<file path="src/rtl/BwaMemDefines.sv">
// Shared definitions for the BWA-MEM seeding datapath.
// Symbol encoding, read-id width and the dispatcher slot states.
package BwaMemDefines;

  typedef logic [2:0] Symbol;

  localparam Symbol sym_A = 3'd0;
  localparam Symbol sym_C = 3'd1;
  localparam Symbol sym_G = 3'd2;
  localparam Symbol sym_T = 3'd3;
  localparam Symbol sym_N = 3'd4;

  localparam int RID_W = 32;

  typedef enum logic [1:0] {
    S_FREE = 2'd0,
    S_LOAD = 2'd1,
    S_RUN  = 2'd2
  } slot_state_t;

endpackage

</file>
<file path="src/rtl/rr_arbiter.sv">
// Combinational round-robin arbiter: first request at or after ptr,
// searched modulo N.
module rr_arbiter #(
  parameter int N = 4,
  localparam int PW = (N > 1) ? $clog2(N) : 1
) (
  input  logic [N-1:0]  req,
  input  logic [PW-1:0] ptr,
  output logic [N-1:0]  gnt,
  output logic          gnt_valid
);

  logic [PW-1:0] idx;

  always_comb begin
    gnt       = '0;
    gnt_valid = 1'b0;
    idx       = '0;
    for (int i = 0; i < N; i++) begin
      idx = PW'((int'(ptr) + i) % N);
      if (req[idx] && !gnt_valid) begin
        gnt[idx]  = 1'b1;
        gnt_valid = 1'b1;
      end
    end
  end

endmodule

</file>
<file path="src/rtl/read_dispatch.sv">
// Spreads incoming reads over NUM_ENG seeding engines, holds each
// engine's read stable while it runs and reports end of batch.
module read_dispatch
  import BwaMemDefines::*;
#(
  parameter int NUM_ENG  = 4,
  parameter int READ_LEN = 76,
  parameter int CNT_W    = 32
) (
  input  logic                                clk,
  input  logic                                rst,
  input  logic                                enable,
  input  Symbol [READ_LEN-1:0]                s_read,
  input  logic [RID_W-1:0]                    s_read_id,
  input  logic                                s_read_last,
  input  logic                                s_read_valid,
  output logic                                s_read_ready,
  output Symbol [NUM_ENG-1:0][READ_LEN-1:0]   eng_read,
  output logic [NUM_ENG-1:0][RID_W-1:0]       eng_read_id,
  output logic [NUM_ENG-1:0]                  eng_start,
  input  logic [NUM_ENG-1:0]                  eng_finish,
  output logic                                batch_done,
  output logic [CNT_W-1:0]                    dispatched_cnt,
  output logic [CNT_W-1:0]                    completed_cnt,
  output logic                                err_spurious
);

  localparam int PW = (NUM_ENG > 1) ? $clog2(NUM_ENG) : 1;

  slot_state_t          state [NUM_ENG];
  logic [PW-1:0]        rr_ptr;
  logic [PW-1:0]        gidx;
  logic                 last_seen;
  logic [NUM_ENG-1:0]   free_vec;
  logic [NUM_ENG-1:0]   run_vec;
  logic [NUM_ENG-1:0]   gnt;
  logic [NUM_ENG-1:0]   fin_ok;
  logic                 gnt_valid;
  logic                 accept;
  logic [CNT_W-1:0]     fin_cnt;

  always_comb begin
    free_vec  = '0;
    run_vec   = '0;
    eng_start = '0;
    for (int k = 0; k < NUM_ENG; k++) begin
      free_vec[k]  = (state[k] == S_FREE);
      run_vec[k]   = (state[k] == S_RUN);
      eng_start[k] = (state[k] == S_LOAD);
    end
  end

  rr_arbiter #(.N(NUM_ENG)) u_arb (
    .req       (free_vec),
    .ptr       (rr_ptr),
    .gnt       (gnt),
    .gnt_valid (gnt_valid)
  );

  assign s_read_ready = enable && (|free_vec) && !rst;
  assign accept       = s_read_valid && s_read_ready && gnt_valid;
  assign batch_done   = last_seen && (&free_vec);
  assign fin_ok       = eng_finish & run_vec;

  always_comb begin
    gidx    = '0;
    fin_cnt = '0;
    for (int k = 0; k < NUM_ENG; k++) begin
      if (gnt[k]) gidx = PW'(k);
      fin_cnt = fin_cnt + CNT_W'(fin_ok[k]);
    end
  end

  always_ff @(posedge clk) begin
    if (rst) begin
      for (int k = 0; k < NUM_ENG; k++) begin
        state[k]       <= S_FREE;
        eng_read[k]    <= {READ_LEN{sym_N}};
        eng_read_id[k] <= '0;
      end
      rr_ptr         <= '0;
      last_seen      <= 1'b0;
      dispatched_cnt <= '0;
      completed_cnt  <= '0;
      err_spurious   <= 1'b0;
    end else begin
      for (int k = 0; k < NUM_ENG; k++) begin
        unique case (state[k])
          S_FREE: begin
            if (accept && gnt[k]) begin
              state[k]       <= S_LOAD;
              eng_read[k]    <= s_read;
              eng_read_id[k] <= s_read_id;
            end
          end
          S_LOAD: state[k] <= S_RUN;
          S_RUN:  if (eng_finish[k]) state[k] <= S_FREE;
          default: state[k] <= S_FREE;
        endcase
      end
      if (accept)
        rr_ptr <= (int'(gidx) == NUM_ENG - 1) ? '0 : gidx + 1'b1;
      // a same-cycle accept of a new batch keeps last_seen only if it is itself last
      if (accept && s_read_last)
        last_seen <= 1'b1;
      else if (batch_done)
        last_seen <= 1'b0;
      dispatched_cnt <= dispatched_cnt + CNT_W'(accept);
      completed_cnt  <= completed_cnt + fin_cnt;
      if (|(eng_finish & ~run_vec))
        err_spurious <= 1'b1;
    end
  end

endmodule

</file>
<file path="config.mk">
export PLATFORM = sky130hd
export DESIGN_NAME = read_dispatch
export DESIGN_NICKNAME = d
export VERILOG_FILES = /design/src/rtl/BwaMemDefines.sv /design/src/rtl/rr_arbiter.sv /design/src/rtl/read_dispatch.sv
export SDC_FILE = /design/constraint.sdc
export NUM_CORES = 2
export LEC_CHECK = 0
export ABC_AREA = 1
export CAP_MARGIN = 10
export CORE_AREA = 4 4 533 535
export CTS_BUF_LIST = sky130_fd_sc_hd__clkbuf_2
export CTS_CLUSTER_SIZE = 8
export DETAILED_ROUTE_END_ITERATION = 10
export DIE_AREA = 0 0 537 539
export PLACE_DENSITY = 0.32
export SYNTH_ARGS = -nofsm -noshare
export SYNTH_HDL_FRONTEND = slang
export SYNTH_SLANG_ARGS = --single-unit
export TNS_END_PERCENT = 5
</file>
<file path="constraint.sdc">
create_clock -name clk -period 5.95 [get_ports clk]
set_clock_uncertainty 0.05 [all_clocks]
set_input_delay 1.19 -clock clk [delete_from_list [all_inputs] [get_ports clk]]
set_output_delay 1.19 -clock clk [all_outputs]
set_load 0.02 [all_outputs]
</file>
# After elaboration in Yosys (flattened, before gate mapping)

Memories as Yosys holds them, arrays and structs flattened.
Index checks and enable logic that the tools add are counted.

Memory bits (writable): 8
Memories kept: 1
Flip-flop bits (word level): 1108
Bits of input ports: 269
Word-level logic and storage cells: 503

Memories:

| memory | depth | bits a word | read ports | clocked after Yosys merged registers in | wr ports | line                | text |
|---|---|---|---|---|---|---|---|
| state  | 4     | 2           | 4          | 0                                       | 4        | read_dispatch.sv:30 | `slot_state_t state [NUM_ENG];` |

Bitwise gates (word level): 22
Reduce and logical (&&, ||, !) cells: 37
Eq/ne operators: 9
Add/sub/neg operators: 9
Muxes and demuxes: 104
Order comparisons: 8

Operator list:

| operator            | count |
|---|---|
| $mux 1              | 73 |
| $mux 2              | 19 |
| $add 32x1->32       | 1 |
| $add 32x4->32       | 1 |
| $logic_and 1x1->1   | 17 |
| $mux 4              | 4 |
| $or 1x1->1          | 16 |
| $lt 2x3->1 const B  | 4 |
| $or 4x4->4          | 3 |
| $reduce_or 3->1     | 4 |
| $eq 2x1->1 const B  | 5 |
| $and 4x4->4         | 2 |
| $bmux 1 s2          | 4 |
| $demux 1 s2         | 4 |
| $eq 2x2->1 const B  | 4 |
| $ge 2x1->1 const B  | 4 |
| $logic_not 2->1     | 4 |
| $reduce_and 2->1    | 4 |
| $reduce_or 4->1     | 2 |
| $add 2x1->2 const B | 2 |
| $add 2x2->2 const B | 2 |
| $add 3x1->4         | 1 |
| $logic_not 1->1     | 4 |
| $not 4->4           | 1 |
| other kinds (4)     | 4 |

# Logic depth before layout (Yosys ltp)

An unclocked memory read counts as a cell.

Depth in word-level cells: 24
Depth in mapped cells: 20

# Cells and area by module

Synthesis repeated with hierarchy kept, for this count alone.

Cell total of the unflattened synthesis: 6368
Area, all modules: 44026.0 um^2

By module, submodules not included:

| module        | sequential area each (um^2) | area an instance (um^2) | times used | cells each |
|---|---|---|---|---|
| read_dispatch | 22421.5                     | 43606.8                 | 1          | 6292 |
| rr_arbiter    | 0.0                         | 419.2                   | 1          | 76 |

# Least setup slack after synthesis

OpenSTA, ideal clock, no wires.

Path type: input-to-reg
From: input port eng_finish[2]
To: register completed_cnt[26]
Setup slack: 1.955 ns
Buffers on the path: 0
Arrival time: 3.829 ns
Required time: 5.783 ns
Stages on the path: 16
Cells stage by stage: nand3_1 > inv_1 > fa_1 > fa_1 > inv_1 > fa_1 > nor3_1 > nand4_1 > nor2_1 > nand2_1 > nor2_1 > nand3_1 > nor2_1 > nand2_1 > nand2_1 > nor2_1

Longest elaborated chain between the ends: 4

RTL lines:

| what                 | line                 | text |
|---|---|---|
| start, declared      | read_dispatch.sv:21  | `input logic [NUM_ENG-1:0] eng_finish,` |
| $and 4x4->4          | read_dispatch.sv:63  | `assign fin_ok = eng_finish & run_vec;` |
| $add 2x1->3          | read_dispatch.sv:70  | `fin_cnt = fin_cnt + CNT_W'(fin_ok[k]);` |
| $add 3x1->4          | read_dispatch.sv:70  |  |
| $add 32x4->32        | read_dispatch.sv:109 | `completed_cnt <= completed_cnt + fin_cnt;` |
| end signal, assigned | read_dispatch.sv:109 |  |
| end, declared        | read_dispatch.sv:24  | `output logic [CNT_W-1:0] completed_cnt,` |

Every way passes these cells.
A chain may end at the register's enable or synchronous reset.

==> summary.md <==
| Metric | Value |
|---|---|
| Mapped Cells | `5752` |
| Largest net degree at the start of global routing | `approximately 180` |
| Ratio of cells with drive above 1 in the final layout | `under 10%` |
| Syn avg cell area | `between 7 and 8 sq um` |
| Layout Nets | `7613` |
| Number of global-route vias before repair | `45271` |
| Critical Path Fanout Max | `5` |
| Area of the multi-input gates | `between 0.015 and 0.02 sq mm` |
| Max Slew Vio Count | `0` |
| CP Class | `register to primary output` |
| Clk slew on worst S/H paths | `approximately 0.11 ns` |
| P per Cell Area | `between 200 and 300 mW/mm^2` |
| Reg2reg start | `rr_ptr[0]` |
| Slew headroom | `approximately 6.9%` |
| Most frequent cells in the layout | `clkdlybuf4s50_1, nor2_1, dfxtp_1, nand2_1, nand3_1` |
| Residual DRC | `0` |
| Area Overhead vs Synth | `52.2%` |
| Post-CTS Resized | `0` |
| Crit-path leading delay family | `simple AND/OR/NAND/NOR gates` |
| Crit path DAT | `a little over 4 ns` |
| GRT Overall Usage | `17.4%` |
| Port bufs | `about 1400` |
| Unique masters post-synth | `37` |
| Worst EP required | `about 4.7 ns` |
| Hold crit path type | `primary input to register` |
| Status | `completed` |
| Vert. Die Dim | `approximately 540 microns` |
| Seq cells post-synth | `1116` |
| Core ar. | `between 0.2 and 0.3 sq mm` |
| Number of fill cells | `about 31000` |
| Final setup fails | `0` |
| Via-per-instance ratio | `4.03` |
| Gr ovfl total | `0` |
| Clk buf depth | `4` |
| Syn Nets | `6035` |
| Setup repair bufs after CTS | `0` |
| First-pass GRT wire length | `~370000 microns` |
| FP Rows | `194` |
| WL/cell | `23.5 microns` |
| Dpl hpwl | `about 190000 microns` |
| Via count | `between 40000 and 50000` |
| Post-cts hold buffer count | `about 210` |
| Worst skew pair latency | `1.77 ns` |
| Fin crit period | `5.29 ns` |
| Die area | `slightly below 0.3 sq mm` |
| Seq/Total Area, Yosys | `52.6%` |
| Hold Slack | `between 0.3 and 0.4 ns` |
| Worst setup SP type | `register` |
| IO Count | `approximately 1400` |
| Placer Congestion | `slightly above 0.8` |
| Hold_sp | `s_read[62]` |
| Initial antenna violation count | `45` |
| Non-Filler Instances | `approximately 11000` |
| Iteration-0 DRC Markers | `between 2000 and 3000` |
| Initial core utilization | `roughly 15%` |
| CTS sink cnt | `between 1000 and 1500` |
| Crit. Startpoint | `state[1][1]` |
| Final Hold Viols | `0` |
| CTS Buf Count | `350` |
| H-tree depth | `5` |
| Post-Synthesis Cell Area | `0.0426 sq mm` |
| Max-cap violation count | `0` |
| Final period util | `about nine tenths` |
| Root Driver | `clkbuf_2` |
| Worst IR Drop VDD | `~140 uV` |
| Chip width | `~540 microns` |
| Placed Cells | `approximately 10000` |
| TritonCTS clock tree | `yes` |
| Worst path slowest cell | `clkdlybuf4s50_1` |
| Commonest non-fill, non-tap cell in the layout | `clkdlybuf4s50_1` |
| 1st-pass router iterations | `8` |
| Static leakage | `about 26 nW` |
| WL final | `265000 microns` |
| Slew @ Worst Pin | `1.40 ns` |
| Setup TNS Final | `0 ns` |
| Worst reg2reg setup slack | `roughly 1.6 ns` |
| Worst path cell trace | `nor2_1, inv_1, nor4_1, clkdlybuf4s50_1` |
| CP Capture Type | `primary output` |
| Register area | `approximately 0.022 sq mm` |
| Crit path buf inv count | `2` |
| Fmax | `approximately 0.19 GHz` |
| Synth warn | `0` |
| Post-DRT Antenna Nets | `0` |
| RSZ-0062 raised after global routing | `no` |
| Max stage delay on crit path | `0.84 ns` |
-- cells in the mapped netlist --
library cell	count	area share (%)
xor2_1	5	0.10
clkbuf_1	164	1.4
a21boi_0	1	0.018
buf_2	178	2.1
a21oi_1	227	2.7
inv_1	262	2.3
buf_6	14	0.37
ha_1	11	0.32
nand2_2	5	0.073
nor2_1	1377	12
nor2_2	3	0.044
and3b_1	1	0.021
nand2b_1	1	0.015
nand2_4	2	0.053
o2111ai_1	1	0.021
dfxtp_1	1108	52
clkinv_1	1	0.0088
a2111oi_0	1	0.021
clkbuf_2	10	0.12
nand2_1	968	8.5
nand3_2	2	0.047
buf_4	43	0.76
edfxtp_1	8	0.56
nor3_1	28	0.33
nor4_1	9	0.13
nor3b_1	5	0.088
o21ai_0	392	4.6
nor2_4	1	0.026
inv_2	11	0.097
xnor2_1	3	0.062
nand4_1	20	0.29
buf_1	17	0.15
or2_2	12	0.18
nand3_1	852	10
a31oi_1	4	0.059
fa_1	3	0.14
inv_4	2	0.029
-- per-stage QoR --
| stage | cell area (sq um) | setup WS (ns) | util (%) | power, mW |
|---|---|---|---|---|
| 2_1_floorplan | 42600 | 1.95 | - | 9.47 |
| 3_3_place_gp | 59800 | 0.761 | 21.4 | 11.0 |
| 3_5_place_dp | 59800 | 0.780 | 21.4 | 11.0 |
| 4_1_cts | 64800 | 0.0668 | 23.2 | 17.6 |
| 5_1_grt | 64800 | 0.0643 | 23.2 | 18.1 |
| 6_report | 64800 | 0.657 | 23.2 | 17.1 |
-- layout make-up --
class,count,area share (%)
clock buffer,490,3.78
multi-input combinational,3934,26.4
sequential,1116,34.6
antenna,26,0.100
timing repair buffer,1652,25.7
inverter,276,1.66
clock inverter,53,0.623
tap,3724,7.19
-- final timing paths --
kind / endpoint / depth (start not counted)
worst min register to register: eng_read[566] / 2
worst max-delay path: batch_done / 4
worst min-delay path: eng_read[290] / 3
worst max register to register: eng_read[16] / 14
-- worst register-to-register path, delay by kind of cell, from the launching register on --
kind / cells / cell delay, ns
AND/OR/NAND/NOR: 9 / 1.77
buffers and inverters: 4 / 1.42
flip-flops: 1 / 0.61
adder cells (fa/ha/maj): 1 / 0.39
-- state kept, by name, indices dropped and copies added, names as in the netlist --
signal	flops
completed_cnt	32
dispatched_cnt	32
eng_read	912
eng_read_id	128
err_spurious	1
last_seen	1
rr_ptr	2
state	8
-- metal layers --
metal	track usage, %	wire, microns
met4	5.19	7840
met3	7.31	26600
met5	0	181
met2	28.7	122000
met1	20.5	108000
-- report_power, final --
group / internal (mW) / switching (mW) / leakage [nW]
Sequential: 7.71 / 0.141 / 9.04
Combinational: 0.996 / 2.07 / 14.5
Clock: 2.40 / 3.78 / 2.21
-- logic make-up after synthesis --
kind of cell / synth area share [%]
AND/OR/NAND/NOR: 32.0
flip-flops: 52.6
buffers and inverters: 7.38
AO/OA/AOI/OAI: 7.39
adder cells (fa/ha/maj): 0.464
XOR/XNOR: 0.164
Power figures use the tool's default switching activity.
